$ cat config.mk
export PLATFORM = sky130hd
export DESIGN_NAME = jsequencer_flat
export DESIGN_NICKNAME = d
export VERILOG_FILES = /design/src/rtl/jseq_pkg.sv /design/src/rtl/jsequencer_if.sv /design/src/rtl/jphase_gen.sv /design/src/rtl/jsequencer.sv /design/src/flat_wrapper.sv
export SDC_FILE = /design/constraint.sdc
export NUM_CORES = 1
export LEC_CHECK = 0
export CORE_ASPECT_RATIO = 1.5
export CORE_UTILIZATION = 40
export CTS_CLUSTER_SIZE = 30
export DETAILED_ROUTE_END_ITERATION = 8
export GPL_TIMING_DRIVEN = 0
export PLACE_DENSITY = 0.79
export SLEW_MARGIN = 20
export SYNTH_ARGS = -nofsm -noshare
export SYNTH_HDL_FRONTEND = slang
export SYNTH_SLANG_ARGS = --single-unit
export TNS_END_PERCENT = 20
$ cat constraint.sdc
create_clock -name clk -period 4.35 [get_ports clk]
set_clock_uncertainty 0.2 [all_clocks]
set_input_delay 0.87 -clock clk [delete_from_list [all_inputs] [get_ports clk]]
set_output_delay 0.87 -clock clk [all_outputs]
set_load 0.005 [all_outputs]
$ cat src/rtl/jseq_pkg.sv
// Shared types for the jsequencer: the four CPU clock phases and their clock decode.
package jseq_pkg;

  typedef enum logic [1:0] {
    P0 = 2'd0,
    P1 = 2'd1,
    P2 = 2'd2,
    P3 = 2'd3
  } phase_e;

  // Returns {wclk, wclkd}; wclkd is wclk delayed by one phase.
  function automatic logic [1:0] phase_clocks(input phase_e ph);
    logic [1:0] clks;
    clks = 2'b00;
    unique case (ph)
      P0: clks = 2'b00;
      P1: clks = 2'b10;
      P2: clks = 2'b11;
      P3: clks = 2'b01;
    endcase
    return clks;
  endfunction

endpackage

$ cat src/rtl/jsequencer_if.sv
// Control-side bundle of the jsequencer: run/step/early-end requests in, clock phases and stepper out.
interface jsequencer_if #(
  parameter int NSTEPS = 6,
  parameter int CW     = 16
);

  logic                run;
  logic                step_req;
  logic                early_end;
  logic                wclk;
  logic                wclkd;
  logic                wclke;
  logic                wclks;
  logic [0:NSTEPS-1]   bos;
  logic                halted;
  logic                inst_done;
  logic [CW-1:0]       cyc_count;

  modport master (
    output run, step_req, early_end,
    input  wclk, wclkd, wclke, wclks, bos, halted, inst_done, cyc_count
  );

  modport slave (
    input  run, step_req, early_end,
    output wclk, wclkd, wclke, wclks, bos, halted, inst_done, cyc_count
  );

endinterface

$ cat src/rtl/jphase_gen.sv
// Phase generator: DIV-cycle divider, P0..P3 phase FSM and run/single-step gating.
// Strobes cyc_end on the clk tick that takes P3 back to P0.
module jphase_gen
  import jseq_pkg::*;
#(
  parameter int DIV = 1
) (
  input  logic   clk,
  input  logic   reset,
  input  logic   run,
  input  logic   step_req,
  output phase_e phase,
  output logic   cyc_end,
  output logic   halted
);

  localparam int             DW       = (DIV > 1) ? $clog2(DIV) : 1;
  localparam logic [DW-1:0]  DIV_LAST = DW'(DIV - 1);

  phase_e         phase_q, phase_d;
  logic [DW-1:0]  div_q, div_d;
  logic           pend_q, pend_d;
  logic           tick_last;

  assign tick_last = (div_q == DIV_LAST);

  always_ff @(posedge clk) begin
    if (reset) begin
      phase_q <= P0;
      div_q   <= '0;
      pend_q  <= 1'b0;
    end else begin
      phase_q <= phase_d;
      div_q   <= div_d;
      pend_q  <= pend_d;
    end
  end

  // A stalled P0 keeps div at DIV-1 so the restart goes straight to P1.
  always_comb begin
    phase_d = phase_q;
    div_d   = div_q;
    pend_d  = pend_q;
    if (tick_last) begin
      unique case (phase_q)
        P0: begin
          if (run || pend_q) begin
            phase_d = P1;
            div_d   = '0;
            pend_d  = 1'b0;
          end
        end
        P1: begin
          phase_d = P2;
          div_d   = '0;
        end
        P2: begin
          phase_d = P3;
          div_d   = '0;
        end
        P3: begin
          phase_d = P0;
          div_d   = '0;
        end
      endcase
    end else begin
      div_d = div_q + 1'b1;
    end
    if (halted && step_req) begin
      pend_d = 1'b1;
    end
  end

  always_comb begin
    phase   = phase_q;
    halted  = (phase_q == P0) && !run && !pend_q;
    cyc_end = (phase_q == P3) && tick_last;
  end

endmodule

$ cat src/rtl/jsequencer.sv
// CPU clock-phase and one-hot stepper sequencer with run/halt, single-step,
// early end-of-instruction and a completed-instruction counter.
module jsequencer
  import jseq_pkg::*;
#(
  parameter int NSTEPS = 6,
  parameter int DIV    = 1,
  parameter int CW     = 16
) (
  input  logic         clk,
  input  logic         reset,
  jsequencer_if.slave  bus
);

  localparam int             SW        = $clog2(NSTEPS);
  localparam logic [SW-1:0]  STEP_LAST = SW'(NSTEPS - 1);

  phase_e         phase;
  logic           cyc_end;
  logic           halted;
  logic [1:0]     clks;

  logic [SW-1:0]  step_q, step_d;
  logic [CW-1:0]  cyc_count_q, cyc_count_d;
  logic           inst_done_q, inst_done_d;

  jphase_gen #(
    .DIV (DIV)
  ) u_phase_gen (
    .clk      (clk),
    .reset    (reset),
    .run      (bus.run),
    .step_req (bus.step_req),
    .phase    (phase),
    .cyc_end  (cyc_end),
    .halted   (halted)
  );

  always_ff @(posedge clk) begin
    if (reset) begin
      step_q      <= '0;
      cyc_count_q <= '0;
      inst_done_q <= 1'b0;
    end else begin
      step_q      <= step_d;
      cyc_count_q <= cyc_count_d;
      inst_done_q <= inst_done_d;
    end
  end

  // early_end only matters on the P3->P0 tick; on the last step it still wraps once.
  always_comb begin
    step_d      = step_q;
    cyc_count_d = cyc_count_q;
    inst_done_d = 1'b0;
    if (cyc_end) begin
      if (bus.early_end || (step_q == STEP_LAST)) begin
        step_d      = '0;
        cyc_count_d = cyc_count_q + 1'b1;
        inst_done_d = 1'b1;
      end else begin
        step_d = step_q + 1'b1;
      end
    end
  end

  assign clks          = phase_clocks(phase);
  assign bus.wclk      = clks[1];
  assign bus.wclkd     = clks[0];
  assign bus.wclke     = clks[1] | clks[0];
  assign bus.wclks     = clks[1] & clks[0];
  assign bus.halted    = halted;
  assign bus.inst_done = inst_done_q;
  assign bus.cyc_count = cyc_count_q;

  for (genvar i = 0; i < NSTEPS; i++) begin : g_bos
    assign bus.bos[i] = (step_q == SW'(i));
  end

endmodule
$ cat src/flat_wrapper.sv
// flat-port wrapper written by rule: the top's interface ports become plain ports
module jsequencer_flat import jseq_pkg::*;
#(
  parameter int NSTEPS = 6,
  parameter int DIV    = 1,
  parameter int CW     = 16
)
  (clk, reset, bus_run, bus_step_req, bus_early_end, bus_wclk, bus_wclkd, bus_wclke, bus_wclks, bus_bos, bus_halted, bus_inst_done, bus_cyc_count);
  jsequencer_if #(.NSTEPS(NSTEPS), .CW(CW)) bus_i ();
  input  logic clk;
  input  logic reset;
  input wire logic [$bits(bus_i.run)-1:0] bus_run;
  input wire logic [$bits(bus_i.step_req)-1:0] bus_step_req;
  input wire logic [$bits(bus_i.early_end)-1:0] bus_early_end;
  output wire logic [$bits(bus_i.wclk)-1:0] bus_wclk;
  output wire logic [$bits(bus_i.wclkd)-1:0] bus_wclkd;
  output wire logic [$bits(bus_i.wclke)-1:0] bus_wclke;
  output wire logic [$bits(bus_i.wclks)-1:0] bus_wclks;
  output wire logic [$bits(bus_i.bos)-1:0] bus_bos;
  output wire logic [$bits(bus_i.halted)-1:0] bus_halted;
  output wire logic [$bits(bus_i.inst_done)-1:0] bus_inst_done;
  output wire logic [$bits(bus_i.cyc_count)-1:0] bus_cyc_count;
  assign bus_i.run = bus_run;
  assign bus_i.step_req = bus_step_req;
  assign bus_i.early_end = bus_early_end;
  assign bus_wclk = bus_i.wclk;
  assign bus_wclkd = bus_i.wclkd;
  assign bus_wclke = bus_i.wclke;
  assign bus_wclks = bus_i.wclks;
  assign bus_bos = bus_i.bos;
  assign bus_halted = bus_i.halted;
  assign bus_inst_done = bus_i.inst_done;
  assign bus_cyc_count = bus_i.cyc_count;
  jsequencer #(.NSTEPS(NSTEPS), .DIV(DIV), .CW(CW)) u_core (.clk(clk), .reset(reset), .bus(bus_i));
endmodule
==> summary.md <==
| Metric | Value |
|---|---|
| Status | finished clean |
| Psw | 0.0964 mW |
| Post-CTS sizing | 0 |
| Syn nets | 159 |
| Post-route cell area | 0.00168 mm^2 |
| CP cell instances | clkdlybuf4s50_1 -> nor3b_1 -> clkdlybuf4s50_1 |
| Area after DPL | 0.00161 mm^2 |
| Most frequent cells in the layout | clkdlybuf4s50_1, dfxtp_1, nor2_1 |
| Post-route ant nets | 0 |
| Post-synthesis simple-gate area fraction | 27.0% |
| Mux cell area share after synthesis | 0% |
| Max H-tree Level | 1 |
| Final hold slack | 0.286 ns |
| P_leak | 0.596 nW |
| Clk pwr share | 42.1% |
| Clock buffer count from CTS | 3 |
| Vias/cell | 5.18 |
| Worst Setup SP | bus_run |
| Die width | 47.5 um |
| Mapped Cells | 144 |
| WP data required | 3.28 ns |
| Dpl hpwl | 2100 um |
| Avg WL per Cell | 12.6 um |
| N_diodes | 0 |
| Synth unique cells | 34 |
| Max-cap viol count | 0 |
| Max-slew headroom | 62.8% |
| # setup viols final | 0 |
| Maximum VDD drop | 0.151 mV |
| Crit-path max cell delay | 0.58 ns |
| Iter 0 DRT Violations | 39 |
| Reg-to-Reg Start | u_core.u_phase_gen.phase[1] |
| Placed insts | 215 |
| Synth Area in XOR/XNOR | 6.34% |
| Top_reg_cell synth | dfxtp_1 |
| Setup ws final | 1.03 ns |
| Critical Path AT | 2.25 ns |
| Avg Inst Size Synth | 8.63 um^2 |
| Yosys warning total | 0 |
| Seq cells post-synth | 24 |
| Final slew viol count | 0 |
| Critical Path Slowest Stage Cell | clkdlybuf4s50_1 |
| Synthesized-area fraction occupied by adder cells | 10.1% |
| Worst setup EP type | primary output |
| DRT Pass-1 Iters | 4 |
| Worst setup SP type | input pin |
| Worst-margin pin slew | 0.553 ns |
| Non-filler cells, final | 219 |
| Overflow after GRT | 0 |
| CTS clock-pin slew for the worst setup and hold paths | 0.08 ns |
| Area Overhead vs Synth | 35.4% |
| Io pins | 33 |
| Synth Area in Compound Gates | 11.5% |
| Number of synthesized flops with an enable pin | 0 |
| Setup TNS | 0 ns |
| Post-layout util | 57.2% |
| Buf+Inv Stages, Crit Path | 2 |
| Drt total wl | 2760 um |
| Die Y | 70.3 um |
| Largest net degree at the start of global routing | 15 |
| Cell family with most CP delay | buffers and inverters |
| Largest family of logic cells by synthesized area | simple AND/OR/NAND/NOR gates |
| Vias | 1134 |
| Endpoints failing hold | 0 |
| Switching Fraction | 20.7% |
| Std-Cell Rows | 24 |
| Gp weighted congestion | 0.847 |
| Share of cells above drive strength 1 | 7.22% |
| CP dominant cell by count | clkdlybuf4s50_1 |
| Clock buffer depth | 2 |
| DIE AREA | 0.00334 mm^2 |
| HP Start | u_core.bus.cyc_count[15] |
| Nets | 196 |
| Clock latency on the worst-skew pair | 0.27 ns |
| Clock Tree Root | clkbuf_8 |
| Fill count | 286 |
| RSZ-0062 raised after global routing | false |
| First-pass GRT wire length | 4710 um |
| Sequential share of power | 48.6% |
| Number of global-route vias before repair | 1127 |
| Initial antenna violation count | 0 |
| Pre-CTS WS | 1.05 ns |
| Pwr dens | 277 mW/mm^2 |
| Worst min path class | reg -> reg |
| Most common cell after layout, fill and taps aside | clkdlybuf4s50_1 |
| Total Routing Usage GR | 18.8% |
| Fmax | 301 MHz |
| Mapped cell area | 0.00124 mm^2 |
| CTS tree | done |
| Clock Sink Count | 24 |
| Register area share after synthesis | 38.7% |
| PortBufs | 32 |
| Combinational Power Share | 9.3% |
| Hold Buf Count CTS | 0 |
| Period minus WS final | 3.32 ns |
| Initial core utilization | 42.2% |
| Final Cycle Share | 76.3% |
| Maximum fanout along the worst path | 3 |
| Power, Total | 0.466 mW |
| Crit Path Category | in -> out |
| Post-CTS Setup Repair Bufs | 0 |
| DRC | 0 |
| Synth async-reset ratio | 0% |
| Int Power | 0.369 mW |
| Core Box Area | 0.00294 mm^2 |
==> registers in the layout, summed over array words and instances, names as in the netlist <==
name,count
u_core.bus.cyc_count,16
u_core.step_q,3
u_core.u_phase_gen.phase,2
u_core.bus.inst_done,1
u_core.u_phase_gen.div_q,1
u_core.u_phase_gen.pend_q,1
==> kinds of logic (layout without fill, tap and decap cells) <==
group,count (synthesis),count (layout)
adders and majority gates,10,10
other,1,1
and+or+nand+nor,60,60
AOI/OAI and AO/OA,24,24
xor gates and xnor gates,9,9
buffers and inverters,16,52
DFF,24,24
==> cell usage after synthesis (all sizes together) (2+ instances only) <==
cell    instances  area [um^2]
a21oi          11         58.8
a31o            2         17.5
and2            3         18.8
and4            2         17.5
buf             2         22.5
clkbuf          4         16.3
dfxtp          24          480
ha             10          125
inv            10         37.5
nand2           6         22.5
nand3           4         20.0
nand4           7         43.8
nor2           13         48.8
nor2b           3         18.8
nor3            6         30.0
nor4            4         25.0
o21ai           7         35.0
or3             5         31.3
xnor2           8         70.1
==> final cells by class <==
| class | instances | area (um^2) | area share, % |
|---|---|---|---|
| inverter | 10 | 37.5 | 2.23 |
| sequential | 24 | 480 | 28.6 |
| clock buffer | 3 | 41.3 | 2.45 |
| multi-input combinational | 104 | 686 | 40.7 |
| buffer | 6 | 38.8 | 2.30 |
| tap | 39 | 48.8 | 2.90 |
| clock inverter | 1 | 30.0 | 1.78 |
| timing repair buffer | 32 | 320 | 19.0 |
==> path summary, 6_finish.rpt <==
path                               to  cells after the start  slack [ns]
max                        bus_halted                      3        1.03
min          u_core.bus.cyc_count[15]                      2        0.29
max reg2reg  u_core.bus.cyc_count[13]                      7        2.03
min reg2reg  u_core.bus.cyc_count[15]                      2        0.29
==> per-layer routing <==
metal  wire (um)  part of all wire, %  global-route usage [%]
met5           0                    0                       0
met2        1540                   56                    32.7
met1        1060                   38                    20.9
met4          44                  1.6                    9.84
met3         116                  4.2                    1.81
==> power by group through the flow <==
stage / registers, mW / logic (mW) / clock network (mW)
after floorplan: 0.231 / 0.0212 / 0
after global placement: 0.231 / 0.0410 / 0
after detailed placement: 0.231 / 0.0429 / 0
after CTS: 0.226 / 0.0434 / 0.199
after global routing: 0.227 / 0.0476 / 0.207
final: 0.226 / 0.0434 / 0.196
==> worst reg2reg max path: cells and delay by family (launching register included) <==
family | cells | cell delay [ns]
and+or+nand+nor | 3 | 0.96
DFF | 1 | 0.38
buffers and inverters | 2 | 0.31
adders and majority gates | 1 | 0.25
AOI/OAI and AO/OA | 1 | 0.14
Power figures use the tool's default switching activity.
